<file path="config.mk">
export PLATFORM = sky130hd
export DESIGN_NAME = instruction_memory_loader
export DESIGN_NICKNAME = d
export VERILOG_FILES = /design/src/rtl/instruction_memory_loader.sv
export SDC_FILE = /design/constraint.sdc
export NUM_CORES = 2
export LEC_CHECK = 0
export BUFFER_PORTS_ARGS = -buffer_cell sky130_fd_sc_hd__buf_2
export CAP_MARGIN = 0
export CORE_AREA = 2 2 369 371
export CTS_BUF_LIST = sky130_fd_sc_hd__clkbuf_16
export DETAILED_ROUTE_END_ITERATION = 12
export DIE_AREA = 0 0 371 373
export GPL_TIMING_DRIVEN = 0
export PLACE_DENSITY = 0.79
export SLEW_MARGIN = 20
export SYNTH_ARGS = -nofsm -noshare
export SYNTH_HDL_FRONTEND = slang
export SYNTH_SLANG_ARGS = --single-unit
</file>
<file path="constraint.sdc">
create_clock -name i_clock -period 4.07 [get_ports i_clock]
set_input_delay 0.2035 -clock i_clock [delete_from_list [all_inputs] [get_ports i_clock]]
set_output_delay 0.2035 -clock i_clock [all_outputs]
set_load 0.005 [all_outputs]
</file>
<file path="src/rtl/instruction_memory_loader.sv">
// Byte-stream program loader into a synchronous single-port-read instruction memory.
// Bytes are assembled little-endian into words; a load ends on HALT_WORD or when memory fills.
module instruction_memory_loader #(
  parameter int unsigned        NB_DATA   = 32,
  parameter int unsigned        NB_ADDR   = 6,
  parameter bit                 OUT_REG   = 1'b1,
  parameter logic [NB_DATA-1:0] HALT_WORD = {NB_DATA{1'b1}}
) (
  input  logic               i_clock,
  input  logic               i_reset_n,
  input  logic               i_load_start,
  input  logic               i_byte_valid,
  input  logic [7:0]         i_byte,
  input  logic               i_read_enable,
  input  logic [NB_ADDR-1:0] i_read_addr,
  input  logic               i_regce,
  output logic [NB_DATA-1:0] o_data,
  output logic               o_load_busy,
  output logic               o_load_done,
  output logic [NB_ADDR:0]   o_word_count,
  output logic               o_overflow
);

  localparam int unsigned NB_LANES = NB_DATA / 8;
  localparam int unsigned NB_BCNT  = (NB_LANES > 1) ? $clog2(NB_LANES) : 1;
  localparam int unsigned DEPTH    = 2 ** NB_ADDR;

  localparam logic [NB_BCNT-1:0] LAST_LANE = NB_BCNT'(NB_LANES - 1);
  localparam logic [NB_ADDR-1:0] LAST_ADDR = '1;

  typedef enum logic [1:0] {StIdle, StLoad, StDone} state_e;

  state_e             state_q;
  logic [NB_BCNT-1:0] byte_cnt_q;
  logic [NB_ADDR-1:0] wr_ptr_q;
  logic [NB_ADDR:0]   word_count_q;
  logic               overflow_q;
  logic               load_busy_q;
  logic               load_done_q;
  logic [NB_DATA-1:0] asm_q;
  logic [NB_DATA-1:0] stage1_q;

  logic [NB_DATA-1:0] mem [DEPTH];

  logic [NB_DATA-1:0] word_assembled;
  logic               byte_write;
  logic               word_write;

  // Current byte merged into the assembly register so the word can be written on the same edge.
  always_comb begin
    word_assembled = asm_q;
    for (int l = 0; l < NB_LANES; l++) begin
      if (byte_cnt_q == NB_BCNT'(l)) word_assembled[l*8 +: 8] = i_byte;
    end
    byte_write = (state_q == StLoad) && i_byte_valid;
    word_write = byte_write && (byte_cnt_q == LAST_LANE);
  end

  always_ff @(posedge i_clock or negedge i_reset_n) begin
    if (!i_reset_n) begin
      state_q      <= StIdle;
      byte_cnt_q   <= '0;
      wr_ptr_q     <= '0;
      word_count_q <= '0;
      overflow_q   <= 1'b0;
      load_busy_q  <= 1'b0;
      load_done_q  <= 1'b0;
      asm_q        <= '0;
    end else begin
      case (state_q)
        StIdle, StDone: begin
          if (i_load_start) begin
            state_q      <= StLoad;
            load_busy_q  <= 1'b1;
            load_done_q  <= 1'b0;
            byte_cnt_q   <= '0;
            wr_ptr_q     <= '0;
            word_count_q <= '0;
            overflow_q   <= 1'b0;
          end
        end
        StLoad: begin
          if (byte_write) begin
            asm_q <= word_assembled;
            if (word_write) begin
              byte_cnt_q   <= '0;
              word_count_q <= word_count_q + 1'b1;
              // Pointer saturates at the last address instead of wrapping.
              if (wr_ptr_q != LAST_ADDR) wr_ptr_q <= wr_ptr_q + 1'b1;
              if (word_assembled == HALT_WORD) begin
                state_q     <= StDone;
                load_busy_q <= 1'b0;
                load_done_q <= 1'b1;
                overflow_q  <= 1'b0;
              end else if (wr_ptr_q == LAST_ADDR) begin
                state_q     <= StDone;
                load_busy_q <= 1'b0;
                load_done_q <= 1'b1;
                overflow_q  <= 1'b1;
              end
            end else begin
              byte_cnt_q <= byte_cnt_q + 1'b1;
            end
          end
        end
        default: begin
          state_q     <= StIdle;
          load_busy_q <= 1'b0;
          load_done_q <= 1'b0;
        end
      endcase
    end
  end

  // Memory has no reset so a reset mid-load keeps already written words.
  always_ff @(posedge i_clock) begin
    if (word_write) mem[wr_ptr_q] <= word_assembled;
  end

  always_ff @(posedge i_clock or negedge i_reset_n) begin
    if (!i_reset_n) begin
      stage1_q <= '0;
    end else if (i_read_enable) begin
      stage1_q <= mem[i_read_addr];
    end
  end

  generate
    if (OUT_REG) begin : g_out_reg
      logic [NB_DATA-1:0] stage2_q;
      always_ff @(posedge i_clock or negedge i_reset_n) begin
        if (!i_reset_n) begin
          stage2_q <= '0;
        end else if (i_regce) begin
          stage2_q <= stage1_q;
        end
      end
      assign o_data = stage2_q;
    end else begin : g_no_out_reg
      assign o_data = stage1_q;
    end
  endgenerate

  assign o_load_busy  = load_busy_q;
  assign o_load_done  = load_done_q;
  assign o_word_count = word_count_q;
  assign o_overflow   = overflow_q;

endmodule

</file>
==> metrics.yaml <==
synth:
  avgSynthCellArea_sq_um: 19.9
  ys_warn_count: 0
  syn-num-nets: 4239
  synth.area.top_cells: "edfxtp_1 (73%), mux4_2 (7.7%), mux2i_1 (6.1%), dfrtp_1 (3.4%), mux2_2 (2.0%)"
  synth_top_area_share_pct: 73.2
  ys_ff_latch: 2163
  yosysMostFrequentCell: "edfxtp_1"
  netlist_area_sq_um: 84000
  synth_area_leader_cell: "edfxtp_1"
  synth-edff-count: 2048
  yosys.cell_types.count: 55
  synthArstFlopShare_pct: 5.32
  syn_inst: 4213
  dominantRegCellSynth: "edfxtp_1"
  synth-seq-area-share_pct: 76.7
  synthTopCellsByCount: "edfxtp_1 (2,048), mux2i_1 (515), mux4_2 (288)"
routing:
  drtAntennaViolNets: 0
  drtPass1Iterations: 8
  drc: 0
  via_per_inst: 6.93
  routed_wl_um: 230000
  avgRoutedWirePerCell_um: 35.1
  drt_iter0_drc: 7469
  vias: 45400
finish:
  fill_cells: 7484
  nets: 4620
  syn2layout_area_growth_pct: 14.0
  fin_cells: 6544
  drive_gt1_share_pct: 23.1
worst_setup_path:
  path_class: "flop to flop"
  critPathCaptureType: "flop"
  critPathMaxFanout: 21
  cp.arrival_ns: 4.47
  cp.required_ns: 4.59
  cp-start-kind: "flop"
die:
  die-area_sq_um: 138000
  fp.dieW_um: 371
  initial_utilization_pct: 62.4
  row_count: 135
  ios: 62
  dieHeight_um: 373
  core_sq_um: 135000
timing:
  rsz0062_at_grt: "true"
  worst_pin_slew_ns: 1.28
  slew_violations: 0
  final_hold_viol_count: 0
  clock_skew_ns: 0.0453
  max_freq_mhz: 253
  setup_viol: 0
  worst_slack_ns: 0.117
  final.min_clock_period_ns: 3.95
  fin_crit_sh_pct: 97.1
  setup_tns_ns: 0
  max_slew_margin_pct: 12.4
clock_tree:
  htreeDepth: 4
  numCtsBuffers: 201
  clock_sinks: 2163
  clock_path_buffers: 3
  cts_resized: 0
  clkLatencyLatePin_ns: 0.87
  path_clk_slew_ns: 0.06
  cts_tree: "yes"
  cts_root_buffer: "clkbuf_16"
place:
  dpl.cell_count: 6138
  place_congestion: 1.06
  portBuffers: 58
  dp_hpwl_um: 146000
  place_ws_ns: 0.139
run_status:
  status: "finished clean"
pwr:
  power-per-cell-area_nw_per_um2: 582
  power.share.switching_pct: 27.7
  internal_power_w: 0.0402
  p_comb_share_pct: 15.6
  power.total_w: 0.0557
  vdd_drop_max_v: 0.00194
  p_leak_nw: 32.3
  p_sw_w: 0.0154
  seqPwrFrac_pct: 52.0
  clockPowerShare_pct: 32.3
grt:
  grt_usage_pct: 33.3
  grt_pass1_wl_um: 323000
  antenna_found_initial: 22
  grt_pass1_vias: 44600
  grt-ovfl-total: 0
  grt_max_degree: 66
job:
  drv_cap: 0
hold_path:
  worstHoldPathType: "primary input to flop"
[registers in the layout (all words and copies together) (netlist names)]
name and count:
o_word_count 7, mem 2048, state_q 2, o_overflow 1
byte_cnt_q 2, asm_q 32, o_data 32, stage1_q 32
o_load_busy 1, wr_ptr_q 6
[routing by layer]
| metal | up-vias | GRT usage (%) | part of all wire, % |
|---|---|---|---|
| met3 | 569 | 8.49 | 12 |
| met1 | 23200 | 45.0 | 35 |
| li1 | 18100 | - | - |
| met2 | 3474 | 51.2 | 47 |
| met5 | - | 0 | 0.030 |
| met4 | 12 | 16.5 | 5.8 |
[power groups by stage]
| stage | Combinational, W | Sequential [W] | Clock, W |
|---|---|---|---|
| 6_report | 0.00871 | 0.0290 | 0.0180 |
| 5_1_grt | 0.00893 | 0.0290 | 0.0188 |
| 4_1_cts | 0.00843 | 0.0289 | 0.0180 |
| 3_5_place_dp | 0.00835 | 0.0294 | 0 |
| 3_3_place_gp | 0.00722 | 0.0297 | 0 |
| 2_1_floorplan | 0.00372 | 0.0293 | 0 |
[area by class of cell]
| class | instances | area (sq um) | share of cell area [%] |
|---|---|---|---|
| well taps | 1781 | 2230 | 2.33 |
| plain buffers | 249 | 1250 | 1.30 |
| multi-input cells | 1792 | 18900 | 19.8 |
| inverters | 9 | 38.8 | 0.0405 |
| clock buffers | 206 | 5150 | 5.39 |
| clock inverters | 161 | 1110 | 1.16 |
| repair buffers | 178 | 2610 | 2.73 |
| diodes | 5 | 12.5 | 0.0131 |
| flip-flops and latches | 2163 | 64400 | 67.3 |
[cell families after synthesis]
logic type,count (synthesis),synth area share [%]
fa+ha+maj,6,0.0894
simple gates,404,2.20
flops,2163,76.7
xor+xnor,7,0.0730
mux,953,15.9
compound gates,422,3.58
buf+inv,258,1.52
[layout by cell type (no fill, tap or decap), drive strengths merged, types with 6 or more instances in the layout]
master / Yosys / routed
o21ai: 8 / 8
edfxtp: 2048 / 2048
nor2b: 7 / 7
nor2: 149 / 149
dfrtp: 115 / 115
o22ai: 67 / 67
a22oi: 130 / 130
nand2: 88 / 88
clkinv: 0 / 95
or3: 6 / 6
mux2i: 515 / 515
a2111oi: 32 / 32
buf: 164 / 335
inv: 9 / 60
clkbuf: 85 / 291
dlygate4sd3: 0 / 7
mux2: 150 / 150
a41o: 32 / 32
nand4: 6 / 6
bufinv: 0 / 11
ha: 6 / 6
a21oi: 73 / 73
mux4: 288 / 288
nand3: 114 / 114
o211ai: 64 / 64
[through the flow]
stage	hold slack, ns	util (%)	cell area (sq um)
finish	0.0617	71.1	95700
global route	0.0892	71.1	95700
CTS	0.00414	70.9	95500
detailed placement	0.182	66.2	89100
global placement	0.464	64.2	86500
floorplan	-0.0921	-	84000
[repair_timing]
action                                  4_1_cts  5_1_grt
setup buffers                                 0       24
endpoints found under the setup margin        0      165
hold endpoints to repair                    128        0
hold buffers                                  8        0
[worst paths after layout]
kind / from / end / slack (ns) / cells past startpoint
min in group asynchronous: i_reset_n / asm_q[4] / 0.50 / 4
max: byte_cnt_q[0] / mem[54][14] / 0.12 / 8
max in group asynchronous: i_reset_n / o_data[15] / 3.23 / 4
min: i_read_addr[3] / stage1_q[29] / 0.06 / 5
min reg2reg: asm_q[18] / asm_q[18] / 0.50 / 2
max reg2reg: byte_cnt_q[0] / mem[54][14] / 0.12 / 8
[worst max-delay path, cell delays in order (launching register included)]
cell     delay [ns]
dfrtp_1        0.41
ha_1           0.18
buf_2          0.25
buf_2          0.33
nand3_1        0.32
nor2_1         0.33
nand3_1        0.77
nor2_4         0.74
buf_12         0.27
Power figures use the tool's default switching activity.
